**config.mk**
```make
export PLATFORM = sky130hd
export DESIGN_NAME = detect_sequencer
export DESIGN_NICKNAME = d
export VERILOG_FILES = /design/src/rtl/detect_seq_pkg.sv /design/src/rtl/detect_ts_slot.sv /design/src/rtl/detect_sequencer.sv
export SDC_FILE = /design/constraint.sdc
export NUM_CORES = 1
export LEC_CHECK = 0
export CAP_MARGIN = 20
export CELL_PAD_IN_SITES_DETAIL_PLACEMENT = 0
export CELL_PAD_IN_SITES_GLOBAL_PLACEMENT = 1
export CORE_MARGIN = 2
export CORE_UTILIZATION = 30
export CTS_BUF_LIST = sky130_fd_sc_hd__clkbuf_2 sky130_fd_sc_hd__clkbuf_4 sky130_fd_sc_hd__clkbuf_8
export DETAILED_ROUTE_END_ITERATION = 10
export MAX_ROUTING_LAYER = met4
export PLACE_DENSITY = 0.59
export SYNTH_ARGS = -nofsm -noshare
export SYNTH_HDL_FRONTEND = slang
export SYNTH_SLANG_ARGS = --single-unit
export TNS_END_PERCENT = 100
```
**constraint.sdc**
```tcl
create_clock -name clk -period 6.47 [get_ports clk]
set_input_delay 1.6175 -clock clk [delete_from_list [all_inputs] [get_ports clk]]
set_output_delay 1.6175 -clock clk [all_outputs]
set_load 0.02 [all_outputs]
```
**src/rtl/detect_seq_pkg.sv**
```systemverilog
// Shared definitions for the detect sequencer slice.
//   state_e  : controller states (IDLE, ARMED, WINDOW, REPORT, HOLDOFF)
//   ts_none  : all-ones "no hit" timestamp pattern for a given width
package detect_seq_pkg;

  typedef enum logic [2:0] {
    ST_IDLE,
    ST_ARMED,
    ST_WINDOW,
    ST_REPORT,
    ST_HOLDOFF
  } state_e;

  // Low `width` bits set; callers slice to their timestamp width.
  function automatic logic [63:0] ts_none(input int unsigned width);
    logic [63:0] r;
    r = '0;
    for (int unsigned i = 0; i < 64; i++) begin
      if (i < width) r[i] = 1'b1;
    end
    return r;
  endfunction

endpackage

```
**src/rtl/detect_ts_slot.sv**
```systemverilog
// One detector channel's capture slot: hit flag plus timestamp register.
// Ports:
//   clk, rst      clock, asynchronous active-low reset
//   clear         return slot to "no hit" (ts all-ones)
//   capture_en    channel pulse seen while capturing; ignored once hit is set
//   timer         current window timer value to store on capture
//   hit, ts       captured flag and timestamp
module detect_ts_slot
  import detect_seq_pkg::*;
#(
  parameter int unsigned TS_WIDTH = 16
) (
  input  logic                clk,
  input  logic                rst,
  input  logic                clear,
  input  logic                capture_en,
  input  logic [TS_WIDTH-1:0] timer,
  output logic                hit,
  output logic [TS_WIDTH-1:0] ts
);

  localparam logic [63:0]         NONE_64 = ts_none(TS_WIDTH);
  localparam logic [TS_WIDTH-1:0] TS_NONE = NONE_64[TS_WIDTH-1:0];

  logic                hit_q, hit_d;
  logic [TS_WIDTH-1:0] ts_q, ts_d;

  always_comb begin
    hit_d = hit_q;
    ts_d  = ts_q;
    if (clear) begin
      hit_d = 1'b0;
      ts_d  = TS_NONE;
    end else if (capture_en && !hit_q) begin
      // Only the first pulse of a frame is kept; repeats fall through.
      hit_d = 1'b1;
      ts_d  = timer;
    end
  end

  always_ff @(posedge clk or negedge rst) begin
    if (!rst) begin
      hit_q <= 1'b0;
      ts_q  <= TS_NONE;
    end else begin
      hit_q <= hit_d;
      ts_q  <= ts_d;
    end
  end

  assign hit = hit_q;
  assign ts  = ts_q;

endmodule

```
**src/rtl/detect_sequencer.sv**
```systemverilog
// Sequencer above the per-microphone threshold detectors. Arms the channels,
// timestamps each channel's first pulse relative to the earliest one in a
// capture window, offers the frame on valid/ready, then holds the detectors
// in reset for a dead time.
// Ports:
//   clk, rst      clock, asynchronous active-low reset
//   enable        run capture cycles while high
//   detect        one-cycle detect pulses, one bit per channel
//   ch_rst        active-high reset to the detector channels
//   res_valid     result frame valid; res_ready accepts it
//   hit_mask      channels captured in the frame
//   ts_data       channel i timestamp at [i*TS_WIDTH +: TS_WIDTH], all-ones = none
//   busy          high in every state except IDLE
//   missed        saturating count of pulses ignored outside ARMED/WINDOW
module detect_sequencer
  import detect_seq_pkg::*;
#(
  parameter int unsigned N_CH       = 4,
  parameter int unsigned TS_WIDTH   = 16,
  parameter int unsigned WINDOW     = 20000,
  parameter int unsigned HOLDOFF    = 50000,
  parameter int unsigned MISS_WIDTH = 8
) (
  input  logic                     clk,
  input  logic                     rst,
  input  logic                     enable,
  input  logic [N_CH-1:0]          detect,
  output logic                     ch_rst,
  output logic                     res_valid,
  input  logic                     res_ready,
  output logic [N_CH-1:0]          hit_mask,
  output logic [N_CH*TS_WIDTH-1:0] ts_data,
  output logic                     busy,
  output logic [MISS_WIDTH-1:0]    missed
);

  localparam logic [31:0]           WIN_LAST  = 32'(WINDOW - 1);
  localparam logic [31:0]           HOLD_LAST = 32'(HOLDOFF - 1);
  localparam logic [MISS_WIDTH-1:0] MISS_MAX  = '1;

  state_e                state_q, state_d;
  logic [31:0]           cnt_q, cnt_d;      // window timer / holdoff counter
  logic [MISS_WIDTH-1:0] missed_q, missed_d;
  logic [N_CH-1:0]       capture_en;
  logic [N_CH-1:0]       hit_w;
  logic                  clear_slots;

  // Adds the number of set bits, clamping at the counter's maximum.
  function automatic logic [MISS_WIDTH-1:0] sat_add(
    input logic [MISS_WIDTH-1:0] acc,
    input logic [N_CH-1:0]       bits
  );
    logic [MISS_WIDTH:0] sum;
    sum = {1'b0, acc};
    for (int i = 0; i < N_CH; i++) begin
      sum = sum + {{MISS_WIDTH{1'b0}}, bits[i]};
      if (sum > {1'b0, MISS_MAX}) sum = {1'b0, MISS_MAX};
    end
    return sum[MISS_WIDTH-1:0];
  endfunction

  always_comb begin
    state_d     = state_q;
    cnt_d       = cnt_q;
    missed_d    = missed_q;
    capture_en  = '0;
    clear_slots = 1'b0;

    case (state_q)
      ST_IDLE: begin
        cnt_d = '0;
        if (enable) state_d = ST_ARMED;
      end
      ST_ARMED: begin
        cnt_d = '0;
        if (detect != '0) begin
          // First detection defines t=0 for every channel firing now.
          capture_en = detect;
          cnt_d      = 32'd1;
          // A one-cycle window is already complete after this capture.
          state_d    = (WINDOW == 1) ? ST_REPORT : ST_WINDOW;
        end else if (!enable) begin
          state_d = ST_IDLE;
        end
      end
      ST_WINDOW: begin
        capture_en = detect;
        cnt_d      = cnt_q + 32'd1;
        if (((hit_w | detect) == '1) || (cnt_q == WIN_LAST)) state_d = ST_REPORT;
      end
      ST_REPORT: begin
        if (res_ready) begin
          state_d = ST_HOLDOFF;
          cnt_d   = '0;
        end
      end
      ST_HOLDOFF: begin
        if (cnt_q == HOLD_LAST) begin
          clear_slots = 1'b1;
          cnt_d       = '0;
          state_d     = enable ? ST_ARMED : ST_IDLE;
        end else begin
          cnt_d = cnt_q + 32'd1;
        end
      end
      default: state_d = ST_IDLE;
    endcase

    if ((state_q inside {ST_IDLE, ST_REPORT, ST_HOLDOFF}) && (detect != '0)) begin
      missed_d = sat_add(missed_q, detect);
    end
  end

  always_ff @(posedge clk or negedge rst) begin
    if (!rst) begin
      state_q  <= ST_IDLE;
      cnt_q    <= '0;
      missed_q <= '0;
    end else begin
      state_q  <= state_d;
      cnt_q    <= cnt_d;
      missed_q <= missed_d;
    end
  end

  for (genvar i = 0; i < N_CH; i++) begin : g_slot
    detect_ts_slot #(
      .TS_WIDTH(TS_WIDTH)
    ) u_slot (
      .clk       (clk),
      .rst       (rst),
      .clear     (clear_slots),
      .capture_en(capture_en[i]),
      .timer     (cnt_q[TS_WIDTH-1:0]),
      .hit       (hit_w[i]),
      .ts        (ts_data[i*TS_WIDTH +: TS_WIDTH])
    );
  end

  assign hit_mask  = hit_w;
  assign ch_rst    = !((state_q == ST_ARMED) || (state_q == ST_WINDOW));
  assign res_valid = (state_q == ST_REPORT);
  assign busy      = (state_q != ST_IDLE);
  assign missed    = missed_q;

endmodule

```
==> summary.txt <==
Run status
  • Status: completed

Clock network
  • Worst skew pair latency: 390 ps
  • CTS tree: built
  • Clk root buf: clkbuf_8
  • Cts bufs inserted: 9
  • Clk buf depth: 2
  • CTS Hold Buffers Added: 0
  • Post-CTS Setup Repair Bufs: 0
  • Worst-path clk slew: 100 ps
  • Clock Sinks: 111
  • Post-CTS Resized: 0
  • H-tree levels: 3

STA
  • Max Freq: 166 MHz
  • RSZ-0062 raised after global routing: false
  • Tcrit/Tclk final: 93.1%
  • Slew @ Worst Pin: 909 ps
  • Final WS setup: 449 ps
  • Tmin final: 6020 ps
  • Slew Viols, Final: 0
  • Fin. Hold Viols: 0
  • Clk_skew: 7.29 ps
  • Setup Viol. Count Final: 0
  • Relative slew slack: 39.4%

GRT
  • Pin count of the biggest net entering global routing: 65
  • GRT Total Usage: 16.5%
  • Initial antenna violation count: 0
  • GR Layer Usage met2: 24.3%
  • Grt ovf: 0
  • M3 GR Usage: 3.67%
  • Vias in the first global route: 4999
  • Global route hottest layer: met2
  • First-pass GRT wire length: 27.8 mm
  • Met1 usage: 23.4%

Routing
  • # DRC: 0
  • Wire per inst: 17.0 µm
  • Detailed-route via count: 5050
  • Via/cell ratio: 4.98
  • Final ANT Viol Nets: 0
  • Routed wire length: 17.2 mm
  • First-pass iteration count of the detailed router: 5
  • DR iter-0 viols: 294

Synthesis
  • Gate Count Post-Synth: 677
  • Async SR Flop Fraction: 100%
  • Number of synthesized flops with an enable pin: 0
  • Most used DFF post-synth: dfstp_2
  • Syn Std Cell Area: 6220 µm²
  • Sequential-to-total area share from yosys stat: 45.9%
  • Syn. warnings: 0
  • Yosys reg bits: 111
  • Avg Cell Area, Syn: 9.19 µm²
  • Library cells used by synthesis: 71
  • Post-synthesis net count: 695

Floorplan
  • Rows: 52
  • Chip height: 148 µm
  • Die width: 148 µm
  • CORE AREA: 20300 µm²
  • Initial core utilization: 30.6%
  • Top Ports: 87
  • Die footprint: 21900 µm²

Cells and area
  • Fill cell count: 2076
  • Nets: 757
  • Final Util: 37.1%
  • Fraction of layout cells with a size suffix above 1: 17.3%
  • Area Overhead vs Synth: 21.2%
  • ANT cells: 0
  • Commonest non-fill, non-tap cell in the layout: nand2_1
  • Commonest cells after routing, fill and taps aside: nand2_1 (106), nor2_1 (88), clkdlybuf4s50_1 (85)

Worst setup path
  • R2r worst-path depth: 18
  • Crit. End Element: flop
  • Cell Chain, Critical Path: clkdlybuf4s50_1, ha_1, ha_1, nand3_1, or2_1, nand2b_1, ha_1, ha_2, o21ai_0, nand4bb_1, nand2b_1, ha_1, ha_1, nand3_2, nor3_2, or2_2, ha_1, ha_2, nand2_1, o31ai_4, o32a_1
  • CP max stage cell: clkdlybuf4s50_1
  • Critical Path Start Type: primary input
  • CP Buf/Inv Count: 1
  • Critical path's top delay family: adder cells
  • Worst R2R Start: missed[4]$_DFFE_PN0P_
  • R2R setup slack: 1690 ps
  • CP max stage delay: 600 ps
  • Worst Setup SP: detect[0]
  • CP required: 6790 ps
  • Crit path top cell by count: ha_1
  • FF-to-FF End: missed[5]$_DFFE_PN0P_
  • Arr. time, crit path: 6340 ps
  • Crit Path Max Fanout: 7
  • Setup Crit Path Kind: in2reg

Hold path
  • Worst hold start: g_slot[2].u_slot.ts[6]$_DFFE_PN1P_
  • Hold path cells: 2
  • Hold endpoint: g_slot[2].u_slot.ts[6]$_DFFE_PN1P_
  • HP Class: reg2reg

Placement
  • Hpwl dp: 11.9 mm
  • Post-Place Worst Slack: -20.7 ps
  • Placer congestion estimate: 0.881
  • IO buf count: 86

Power and ir drop
  • Power Dens Cells: 516 nW/µm²
  • Leakage power: 2.89 nW
  • Max VDD drop: 0.207 mV

Job
  • Number of max-cap violations: 0
-- synth_stat cells (5+ instances only) --
library cell / n / area, µm²
dfstp_2: 64 / 1680
nor4_1: 5 / 31.3
o21ai_1: 8 / 40.0
or2_2: 5 / 31.3
a21oi_1: 21 / 105
nand2_1: 106 / 398
mux2i_1: 38 / 380
nor3_1: 9 / 45.0
dfrtp_1: 47 / 1180
ha_1: 10 / 125
o21ai_0: 39 / 195
buf_4: 8 / 60.1
and3_1: 9 / 56.3
nor2_1: 93 / 349
nand4_1: 8 / 50.1
nand3_1: 26 / 130
or3_1: 6 / 37.5
nand2b_1: 8 / 50.1
clkbuf_1: 29 / 109
inv_1: 11 / 41.3
xnor2_1: 15 / 131
xor2_1: 19 / 166
-- how the worst max path moves through the flow --
stage	cells past startpoint	end	slack [ps]
final	21	missed[5]$_DFFE_PN0P_	450
after global routing	21	missed[5]$_DFFE_PN0P_	50
after CTS	21	missed[5]$_DFFE_PN0P_	360
after detailed placement	21	missed[5]$_DFFE_PN0P_	-20
after global placement	21	missed[5]$_DFFE_PN0P_	150
after floorplan	23	missed[7]$_DFFE_PN0P_	510
-- cell families after synthesis --
group,count (synthesis),share of synthesized area [%]
AOI/OAI and AO/OA,117,12.9
xor gates and xnor gates,34,4.79
adders and majority gates,10,2.01
buffers and inverters,59,4.59
DFF,111,45.9
muxes,42,6.84
and+or+nand+nor,304,22.9
-- routing by layer --
layer	share of wire [%]	wire (µm)	vias up
met5	0	0	-
met4	0.75	129	0
met3	5.1	871	9
met2	44	7550	128
met1	50	8670	2462
li1	-	-	2451
-- flip-flops by register name (all words and copies together), names as in the netlist --
register,flops
g_slot.u_slot.ts,64
cnt_q,32
missed,8
g_slot.u_slot.hit,4
state_q,3
-- metrics by stage --
stage / area, µm² / cells / hold slack [ps] / total power, mW / setup TNS (ps)
detailed placement: 7290 / 997 / 516 / 3.39 / -39.0
global placement: 7270 / 996 / 514 / 3.38 / 0
floorplan: 6220 / 677 / 497 / 2.63 / 0
finish: 7540 / 1014 / 524 / 3.89 / 0
CTS: 7520 / 1013 / 531 / 3.91 / 0
global route: 7540 / 1014 / 554 / 4.17 / 0
-- tightest hold or removal path, stage by stage (launching register included) --
cell and delay (ps):
dfstp_2 380, nor2_1 90, o21ai_1 60
-- where the power goes --
part | leakage, nW | switching [mW] | internal, mW
Clock | 0.123 | 0.240 | 0.254
Combinational | 1.50 | 1.18 | 0.925
Sequential | 1.27 | 0.233 | 1.06
-- layout make-up --
class | instances | area (µm²) | area share (%)
clock buffers | 13 | 173 | 2.29
clock inverters | 3 | 65.1 | 0.863
inverters | 11 | 41.3 | 0.548
multi-input cells | 507 | 3100 | 41.1
flip-flops and latches | 111 | 2860 | 37.9
well taps | 270 | 338 | 4.48
repair buffers | 99 | 967 | 12.8
Note: power is estimated with default switching activity, not from simulation.
